===== src/rtl/ram_pkg.sv =====
// ram_pkg
//   Shared sizing constants and word/address types for the raminfr store.
//   ADDR_W : address width (5)   -> DEPTH = 32 words
//   DATA_W : word width (4)
//   word_t : one stored word
//   addr_t : one address
package ram_pkg;

    localparam int ADDR_W = 5;
    localparam int DATA_W = 4;
    localparam int DEPTH  = 2 ** ADDR_W;

    typedef logic [DATA_W-1:0] word_t;
    typedef logic [ADDR_W-1:0] addr_t;

endpackage : ram_pkg


===== src/rtl/raminfr.sv =====
// raminfr
//   Single-port 32x4 store for control/config data: synchronous write,
//   combinational read, one shared address bus. An asynchronous
//   active-high reset clears every word.
// Ports
//   clk  in   1       write clock, rising edge
//   rst  in   1       asynchronous active-high clear of the whole array
//   we   in   1       write enable, sampled at rising clk
//   a    in   ADDR_W  address for both read and write
//   di   in   DATA_W  write data
//   dout out  DATA_W  read data = mem[a], combinational
//   (the read-data port is called dout because "do" is a reserved word)
module raminfr
    import ram_pkg::*;
(
    input  logic              clk,
    input  logic              rst,
    input  logic              we,
    input  logic [ADDR_W-1:0] a,
    input  logic [DATA_W-1:0] di,
    output logic [DATA_W-1:0] dout
);

    word_t mem_q [DEPTH];
    word_t mem_d [DEPTH];

    // Next array contents: only the addressed word changes, and only with we.
    always_comb begin
        for (int i = 0; i < DEPTH; i++) begin
            mem_d[i] = mem_q[i];
        end
        if (we) begin
            mem_d[a] = di;
        end
    end

    // Reset has priority, so a write edge coinciding with rst is discarded.
    always_ff @(posedge clk or posedge rst) begin
        if (rst) begin
            for (int i = 0; i < DEPTH; i++) begin
                mem_q[i] <= '0;
            end
        end else begin
            for (int i = 0; i < DEPTH; i++) begin
                mem_q[i] <= mem_d[i];
            end
        end
    end

    // Zero-latency read; shows the pre-edge word during a same-address write.
    assign dout = mem_q[a];

endmodule : raminfr


===== config.mk =====
export PLATFORM = sky130hd
export DESIGN_NAME = raminfr
export DESIGN_NICKNAME = d
export VERILOG_FILES = /design/src/rtl/ram_pkg.sv /design/src/rtl/raminfr.sv
export SDC_FILE = /design/constraint.sdc
export NUM_CORES = 1
export LEC_CHECK = 0
export CORE_UTILIZATION = 30
export CTS_CLUSTER_DIAMETER = 60
export CTS_CLUSTER_SIZE = 25
export DETAILED_ROUTE_END_ITERATION = 16
export HOLD_SLACK_MARGIN = 0.05
export SLEW_MARGIN = 10
export SYNTH_ARGS = -nofsm -noshare
export SYNTH_HDL_FRONTEND = slang
export SYNTH_SLANG_ARGS = --single-unit
export TNS_END_PERCENT = 5

===== constraint.sdc =====
create_clock -name clk -period 9.06 [get_ports clk]
set_input_delay 1.812 -clock clk [delete_from_list [all_inputs] [get_ports clk]]
set_output_delay 1.812 -clock clk [all_outputs]
set_load 0.05 [all_outputs]

==> flow_summary.ini <==
[die]
io_pins = 16
start_util = 0.3060
dieArea_mm2 = 0.02115
die_height_um = 145.4
die_x_um = 145.4
coreArea_mm2 = 0.02017
row_count = 52

[job]
drv_cap = 0

[global_route]
grt_max_degree = 80
grt_pass1_vias = 4110
grt_overflow_total = 0
grt_first_pass_wirelength_um = 22940
antenna_found_initial = 0
track_usage = 0.1429

[sta]
layout_setup_ws_ns = 2.260
setup_tns_ns = 0
maxSlewHeadroom = 0.2632
finalMaxSlewViolations = 0
skew_ns = 0
post-route-period-util = 0.7506
setup_violations = 0
worstMarginPinSlew_ns = 1.102
timing.fmax_mhz = 147.0
finalHoldViolations = 0
period_minus_slack_ns = 6.800
rsz0062_at_grt = false

[place]
place.gp.congestion = 0.8146
dp_hpwl_um = 9483
numPortBuffers = 15
dp_slack_ns = 2.350

[clocking]
clkTransAtPathRegs_ns = 0.05
h-tree-depth = 4
clock_latency_ns = 0.41
cts_inserted_buffers = 17
postCtsSetupBuffers = 0
ctsHoldBuffers = 0
cts_resized = 0
ctsLongestPathBuffers = 2
cts_sinks = 128
clockRootBuffer = clkbuf_16
cts_tree = done

[yosys]
ys_seq_area_frac = 0.5191
synth.avg_cell_area_um2 = 13.44
synth_edf_count = 0
netlist.top_cell.by_area = dfrtp_1
synth_top_area_share = 0.5191
ys.warnings.count = 0
synthesis.nets = 471
ys.flop_type = dfrtp_1
syn_inst = 459
mappedNetlistArea_mm2 = 0.006171
synth_seq_cells = 128
async_flop_share = 1.000
yosysUniqueCellTypes = 33
ys_top_cells_by_area = dfrtp_1, mux2_2, mux2i_1

[power_and_ir_drop]
p_per_area_mw_per_mm2 = 227.9
ir_drop_v = 0.0001754
p_leak_nw = 3.098

[final_layout]
mostFrequentLayoutCell = dfrtp_1
num_antenna_cells = 0
drive_gt1_frac = 0.3721
layout.nets = 480
area_growth_syn_to_layout_pct = 14.25
largestRegisters = mem_q x128
mostFrequentLayoutCells = dfrtp_1, mux2_2, mux2i_1
largest-register = mem_q
fillers = 1994
largest_reg_flops = 128

[routing]
drc = 0
drt_iter0_markers = 291
vias_per_cell = 5.044
totalWireLength_um = 14070
antenna_left = 0
num_vias = 3788
wl_per_cell_um = 18.73
drtPass1Iterations = 5

[setup_path]
cp-start-kind = primary input
worstSetupPathType = in2out
critical_path.reg2reg.endpoint = mem_q[51]
arrival_ns = 4.99
endpoint_kind = primary output
crit_fanout = 30
cp.required_ns = 7.25
r2r-start = mem_q[51]
worstRegToRegCells = 1
r2r_slack_ns = 8.26

[status]
status = complete, no violations

[min_path]
min_path_cells = 1
hp-class = reg2reg
hold_end = mem_q[18]
min_from = mem_q[18]
## area by class of cell
class / count / area (µm²) / area share
Sequential cell: 128 / 3203 / 0.4543
Multi-Input combinational cell: 301 / 2803 / 0.3975
Clock buffer: 19 / 442.9 / 0.06282
Tap cell: 270 / 337.8 / 0.04791
Timing Repair Buffer: 19 / 167.7 / 0.02378
Clock inverter: 13 / 90.09 / 0.01278
Inverter: 1 / 6.256 / 0.0008873
## report_power, final
group          internal, mW  total [mW]  switching (mW)
Sequential            0.684       0.739          0.0552
Clock                 0.355       0.606           0.251
Combinational         0.132       0.262           0.130
## how the worst max path moves through the flow
| stage | from | end | depth (start not counted) |
|---|---|---|---|
| after floorplan | rst | mem_q[0] | 1 |
| after global placement | a[2] | dout[0] | 6 |
| after detailed placement | a[2] | dout[0] | 6 |
| after CTS | a[2] | dout[0] | 6 |
| after global routing | a[2] | dout[0] | 6 |
| final | a[2] | dout[0] | 6 |
## Yosys cell counts (2+ instances only)
cell type / n
nor3b_2: 3
nor3_2: 2
buf_4: 3
buf_6: 4
dfrtp_1: 128
or4bb_1: 2
nor3_4: 2
clkbuf_1: 13
nand3_1: 6
o22ai_1: 32
mux2i_1: 64
nor2_1: 11
nand4b_1: 4
mux2_2: 125
nor4_1: 8
mux2_1: 3
buf_2: 9
nand2_1: 17
nor2_2: 3
nand4bb_1: 4
or4b_1: 2
nand3b_1: 3
## critical path, cell delays in order
cell and delay (ns):
clkdlybuf4s50_1 0.97, or4bb_1 0.84, o22ai_1 0.33, nor4_1 0.12, nand2_1 0.08, clkdlybuf4s50_1 0.81
## logic make-up after synthesis
group                  after synthesis  share of synthesized area
flip-flops                         128                     0.5191
buffers and inverters               30                    0.02676
multiplexers                       192                     0.3374
AND/OR/NAND/NOR                     77                    0.08435
AO/OA/AOI/OAI                       32                    0.03244
## routing by layer
metal / global-route usage / wire length [µm] / vias to the layer above
met5: 0 / 0 / -
met4: 0.05158 / 223 / 0
met3: 0.03918 / 739 / 13
met2: 0.2243 / 6858 / 75
met1: 0.1889 / 6248 / 1973
li1: - / - / 1727
## metrics by stage
stage                     std cells  area [µm²]    util  power, mW  hold slack, ns
final                           751        7051  0.3496      1.607          0.4937
after global routing            751        7051  0.3496      1.686          0.5145
after CTS                       751        7061  0.3501      1.628          0.5032
after detailed placement        719        6528  0.3236      1.015          0.4904
after global placement          719        6528  0.3236      1.000          0.4735
after floorplan                 459        6171       -     0.9323          0.4579
Power figures use the tool's default switching activity.
